[src/rtl/adder_arb_defs.vh]
// Shared defaults for the adder-sharing arbiter: data width, requester count and requester indices.
// Included inside adder_share_arbiter_pkg so the constants are package-scoped.
`ifndef ADDER_ARB_DEFS_VH
`define ADDER_ARB_DEFS_VH

localparam int ADDER_ARB_WIDTH   = 32;
localparam int ADDER_ARB_NUM_REQ = 3;

localparam int REQ_PC4 = 0;
localparam int REQ_BR  = 1;
localparam int REQ_ALU = 2;

`endif

[src/rtl/adder_share_arbiter_pkg.sv]
// Package for the shared-adder arbiter: default sizes, requester indices and id-width helper.
// Optional signed-overflow output is controlled by macro ADDER_ARB_OVF_EN (see top level).
package adder_share_arbiter_pkg;

    `include "adder_arb_defs.vh"

    // A single requester still needs a 1-bit id so the port never collapses to zero width.
    function automatic int arb_id_w(input int n);
        return (n > 1) ? $clog2(n) : 1;
    endfunction

endpackage

[src/rtl/rr_pick.sv]
// Combinational round-robin picker: first valid requester at or above ptr, wrapping to 0.
// Returns a one-hot grant (gated by enable) and the binary index of the winner.
module rr_pick #(
    parameter int NUM_REQ = 3,
    parameter int ID_W    = 2
) (
    input  logic [NUM_REQ-1:0] valid,
    input  logic [ID_W-1:0]    ptr,
    input  logic               enable,
    output logic [NUM_REQ-1:0] grant,
    output logic [ID_W-1:0]    idx
);

    localparam logic [ID_W:0] NUM_REQ_W = (ID_W+1)'(NUM_REQ);

    logic [2*NUM_REQ-1:0] dbl_shift;
    logic [NUM_REQ-1:0]   rot;
    logic                 found;
    logic [ID_W:0]        raw_idx;

    // Rotating the doubled vector puts requester ptr at bit 0, so priority is simply lowest bit.
    assign dbl_shift = {valid, valid} >> ptr;
    assign rot       = dbl_shift[NUM_REQ-1:0];

    always_comb begin
        found   = 1'b0;
        raw_idx = '0;
        for (int k = NUM_REQ - 1; k >= 0; k--) begin
            if (rot[k]) begin
                found   = 1'b1;
                raw_idx = {1'b0, ptr} + (ID_W+1)'(k);
            end
        end
        if (raw_idx >= NUM_REQ_W) begin
            raw_idx = raw_idx - NUM_REQ_W;
        end
    end

    assign idx = raw_idx[ID_W-1:0];

    generate
        for (genvar gi = 0; gi < NUM_REQ; gi++) begin : g_grant
            assign grant[gi] = enable && found && (idx == ID_W'(gi));
        end
    endgenerate

endmodule

[src/rtl/adder_share_arbiter.sv]
// One registered WIDTH-bit adder shared round-robin among NUM_REQ valid/ready requesters.
// Define ADDER_ARB_OVF_EN to build the signed-overflow flag; otherwise rsp_ovf is tied to 0.
module adder_share_arbiter
    import adder_share_arbiter_pkg::*;
#(
    parameter  int WIDTH   = ADDER_ARB_WIDTH,
    parameter  int NUM_REQ = ADDER_ARB_NUM_REQ,
    localparam int ID_W    = arb_id_w(NUM_REQ)
) (
    input  logic                     clk,
    input  logic                     reset,
    input  logic [NUM_REQ-1:0]       req_valid,
    output logic [NUM_REQ-1:0]       req_ready,
    input  logic [NUM_REQ*WIDTH-1:0] req_in1,
    input  logic [NUM_REQ*WIDTH-1:0] req_in2,
    output logic                     rsp_valid,
    input  logic                     rsp_ready,
    output logic [ID_W-1:0]          rsp_id,
    output logic [WIDTH-1:0]         rsp_sum,
    output logic                     rsp_carry,
    output logic                     rsp_ovf
);

    logic              rsp_valid_reg;
    logic [ID_W-1:0]   rsp_id_reg;
    logic [WIDTH-1:0]  rsp_sum_reg;
    logic              rsp_carry_reg;
    logic [ID_W-1:0]   rr_ptr_reg;

    logic              slot_free;
    logic              pick_enable;
    logic              accept;
    logic [ID_W-1:0]   pick_idx;
    logic [WIDTH-1:0]  in1_arr [NUM_REQ];
    logic [WIDTH-1:0]  in2_arr [NUM_REQ];
    logic [WIDTH-1:0]  op_a;
    logic [WIDTH-1:0]  op_b;
    logic [WIDTH:0]    full_sum;

    // The result slot can take a new value if it is empty or being drained this cycle.
    assign slot_free   = !rsp_valid_reg || rsp_ready;
    assign pick_enable = slot_free && !reset;

    rr_pick #(
        .NUM_REQ (NUM_REQ),
        .ID_W    (ID_W)
    ) u_rr_pick (
        .valid  (req_valid),
        .ptr    (rr_ptr_reg),
        .enable (pick_enable),
        .grant  (req_ready),
        .idx    (pick_idx)
    );

    assign accept = |(req_valid & req_ready);

    generate
        for (genvar gi = 0; gi < NUM_REQ; gi++) begin : g_unpack
            assign in1_arr[gi] = req_in1[gi*WIDTH +: WIDTH];
            assign in2_arr[gi] = req_in2[gi*WIDTH +: WIDTH];
        end
    endgenerate

    assign op_a     = in1_arr[pick_idx];
    assign op_b     = in2_arr[pick_idx];
    assign full_sum = {1'b0, op_a} + {1'b0, op_b};

    always_ff @(posedge clk) begin
        if (reset) begin
            rsp_valid_reg <= 1'b0;
            rsp_id_reg    <= '0;
            rsp_sum_reg   <= '0;
            rsp_carry_reg <= 1'b0;
            rr_ptr_reg    <= '0;
        end else if (accept) begin
            rsp_valid_reg <= 1'b1;
            rsp_id_reg    <= pick_idx;
            rsp_sum_reg   <= full_sum[WIDTH-1:0];
            rsp_carry_reg <= full_sum[WIDTH];
            rr_ptr_reg    <= (pick_idx == ID_W'(NUM_REQ - 1)) ? '0 : pick_idx + 1'b1;
        end else if (rsp_ready) begin
            rsp_valid_reg <= 1'b0;
        end
    end

`ifdef ADDER_ARB_OVF_EN
    logic ovf_next;
    logic rsp_ovf_reg;

    // Overflow: operands share a sign that the truncated sum does not.
    assign ovf_next = (op_a[WIDTH-1] == op_b[WIDTH-1]) && (full_sum[WIDTH-1] != op_a[WIDTH-1]);

    always_ff @(posedge clk) begin
        if (reset) begin
            rsp_ovf_reg <= 1'b0;
        end else if (accept) begin
            rsp_ovf_reg <= ovf_next;
        end
    end

    assign rsp_ovf = rsp_ovf_reg;
`else
    assign rsp_ovf = 1'b0;
`endif

    assign rsp_valid = rsp_valid_reg;
    assign rsp_id    = rsp_id_reg;
    assign rsp_sum   = rsp_sum_reg;
    assign rsp_carry = rsp_carry_reg;

endmodule

[config.mk]
export PLATFORM = sky130hd
export DESIGN_NAME = adder_share_arbiter
export DESIGN_NICKNAME = d
export VERILOG_FILES = /design/src/rtl/adder_share_arbiter_pkg.sv /design/src/rtl/rr_pick.sv /design/src/rtl/adder_share_arbiter.sv
export VERILOG_INCLUDE_DIRS = /design/src /design/src/rtl
export SDC_FILE = /design/constraint.sdc
export NUM_CORES = 1
export LEC_CHECK = 0
export CAP_MARGIN = 20
export CELL_PAD_IN_SITES_DETAIL_PLACEMENT = 1
export CELL_PAD_IN_SITES_GLOBAL_PLACEMENT = 2
export CORE_MARGIN = 3
export CORE_UTILIZATION = 21
export CTS_BUF_LIST = sky130_fd_sc_hd__clkbuf_2 sky130_fd_sc_hd__clkbuf_4 sky130_fd_sc_hd__clkbuf_8
export CTS_CLUSTER_SIZE = 40
export DETAILED_ROUTE_END_ITERATION = 12
export PLACE_DENSITY = 0.8
export SLEW_MARGIN = 20
export SYNTH_ARGS = -nofsm -noshare
export SYNTH_HDL_FRONTEND = slang
export SYNTH_HIERARCHICAL = 1
export SYNTH_SLANG_ARGS = --single-unit
[constraint.sdc]
create_clock -name clk -period 5.8 [get_ports clk]
set_clock_uncertainty 0.2 [all_clocks]
set_input_delay 0.58 -clock clk [delete_from_list [all_inputs] [get_ports clk]]
set_output_delay 0.58 -clock clk [all_outputs]
set_load 0.1 [all_outputs]
==> run summary <==
hold buffer count at cts: 0
final-report setup violation count: 0
YS warnings: 6
Worst Tran Pin Value: 1060 ps
Ports: 238
Synth Instances: 651
GR Util met2: 0.263
HPWL Detailed: 15700 µm
status: finished clean
final hold slack: 258 ps
Synth Net Count: 883
DRC Markers: 0
final period utilization: 0.924
sequential share of the synthesized area: 0.162
largest family of logic cells by synthesized area: compound AO/OA/AOI/OAI gates
CTS tree: yes
post-synthesis compound-gate area fraction: 0.294
final WL: 18900 µm
via count: 5522
CP endpoint kind: flip-flop
Final Instance Area: 7620 µm²
Fill cells: 2695
Avg Inst Size Synth: 7.23 µm²
FP Rows: 54
die span in y: 156 µm
Crit Path Max Fanout: 28
detailed-router iteration count before antenna repair: 4
layout cell share with drive strength beyond 1: 0.0616
number of routed nets with antenna violations: 0
Vias/cell: 4.78
Post-synth top cells: 127 x nand2_1, 83 x o21ai_0, 65 x mux2i_1
GP Congestion: 0.831
simple-gate portion of the synthesized area: 0.224
peak supply drop: 0.000217 V
crit start category: input pin
CP required: 5790 ps
P&R area growth vs syn: 62.0%
Final WS setup: 440 ps
largest net degree at the start of global routing: 68
unrepaired setup endpoints after global routing: no
largest area contributor in the netlist: dfxtp_1
max_cap viols: 0
P per Cell Area: 691 nW/µm²
DR iter-0 viols: 197
CTS sink cnt: 38
Peak Freq: 187 MHz
setup TNS: 0 ps
area share of the largest cell type after synthesis: 0.162
post-layout util: 0.348
count leader, synth: nand2_1
Worst-path clk slew: 80 ps
post-DR wirelength/cell: 16.4 µm
Clk Latency, worst-skew pair: 280 ps
Synth Area in Adders: 0.0920
LEAKAGE: 2.85 nW
Synth Register Bits: 38
first-pass GRT wire length: 29800 µm
core area: 21900 µm²
Crit Path Category: input pin to flip-flop
GR Util met3: 0.0227
slowest stage delay, CP: 660 ps
post-synth cell types: 67
dpl ws: 61.4 ps
number of enable flip-flop cells after synthesis: 0
Worst slew margin: 0.292
mux share of post-synthesis cell area: 0.138
final net count: 1108
ranking of synthesized cells by area: dfxtp_1 16%, mux2i_1 14%, nand2_1 10%
Hold Path Class: flip-flop to flip-flop
clock buffer depth: 2
placed cell area: 7490 µm²
crit-path cells: clkdlybuf4s50_1 > and4bb_1 > a2111oi_4 > a21oi_2 > nand2b_4 > mux2i_4 > buf_12 > mux2i_1 > o21ai_0 > fa_1 > a21o_1 > a221oi_2 > o31a_1 > o21ai_1 > a221oi_1 > xnor2_1 > a22o_1
Die X: 156 µm
ys flop type: dfxtp_1
synthesized area: 4710 µm²
busiest grt layer: met2
Hold Fails Final Rpt: 0
# port buffers: 236
Final min period: 5360 ps
H-tree depth: 2
initial antenna violation count: 0
Starting Density: 0.215
max reg flops: 32
Overflow after GRT: 0
arrival time at the worst endpoint: 5350 ps
all-layer global routing usage: 0.149
Slowest-stage cell, CP: clkdlybuf4s50_1
Num CTS Buffers: 5
vias in the first global route: 5719
DIE AREA: 24200 µm²
ANT cells: 0
met1 Use GR: 0.195
asr flop ratio synth: 0
max-slew violations: 0
Synth Area in XOR/XNOR: 0.0428
Root Buffer: clkbuf_8
[cells in the final DEF, fill, tap and decap left out, drive strengths merged, types with 3 or more instances in the layout]
master	n
ha	33
or4	5
o31a	3
o31ai	3
a211oi	8
nand3	10
a21oi	57
nand3b	7
o211ai	3
o21a	3
buf	29
clkbuf	6
a21o	15
nor2	21
xnor2	12
dfxtp	38
a31oi	3
nor3b	3
nand4	7
o21ai	89
nand4b	5
nand2	127
a21boi	3
inv	6
o21bai	6
nor3	3
a221oi	3
and3	9
mux2i	65
clkdlybuf4s50	235
xor2	11
a22o	5
and2	6
nand2b	7
[metal layers]
layer / vias up / share of wire / routed length, µm
met5: - / 0 / 0
met4: 0 / 0.0090 / 170
met3: 11 / 0.051 / 964
met2: 126 / 0.49 / 9230
met1: 2563 / 0.45 / 8540
li1: 2822 / - / -
[stage by stage]
stage | power (W) | instances
final | 0.00527 | 1156
after global routing | 0.00578 | 1156
after CTS | 0.00533 | 1153
after detailed placement | 0.00507 | 1146
after global placement | 0.00504 | 1146
after floorplan | 0.00369 | 651
[logic make-up (layout without fill, tap and decap cells)]
| kind of cell | Yosys count | count (layout) |
|---|---|---|
| compound gates | 217 | 217 |
| xor+xnor | 23 | 23 |
| simple gates | 221 | 221 |
| other cells | 1 | 1 |
| fa+ha+maj | 34 | 34 |
| mux | 65 | 65 |
| flops | 38 | 38 |
| buf+inv | 52 | 277 |
[path summary, 6_finish.rpt]
| path | start | endpoint | slack, ps | cells after the start |
|---|---|---|---|---|
| max | req_valid[0] | rsp_sum[18] | 440 | 17 |
| min | rsp_sum[1] | rsp_sum[1] | 260 | 2 |
| max reg2reg | rr_ptr_reg[0] | rsp_sum[18] | 470 | 17 |
| min reg2reg | rsp_sum[1] | rsp_sum[1] | 260 | 2 |
[area by class of cell]
class	instances	area, µm²	area share
tap	280	350	0.0460
clock inverter	1	30.0	0.00394
timing repair buffer	264	2620	0.343
inverter	6	22.5	0.00295
multi-input combinational	561	3760	0.493
clock buffer	6	82.6	0.0108
sequential	38	762	0.100
[critical path: cells and delay by family]
family / cells / cell delay (ps)
AO/OA/AOI/OAI: 9 / 2220
multiplexers: 2 / 540
buffers and inverters: 2 / 930
XOR/XNOR: 1 / 110
adder cells (fa/ha/maj): 1 / 500
AND/OR/NAND/NOR: 2 / 440
[repair_timing]
item                       CTS  global route
setup endpoints to repair    0             2
setup buffers                0             3
resized for setup            0             1
[where the power goes]
part	switching, W	total [W]	internal (W)
clock network	0.0000996	0.000237	0.000138
logic	0.00286	0.00462	0.00176
registers	0.0000574	0.000410	0.000353
total	0.00302	0.00527	0.00225
(Power assumes the default switching activity.)
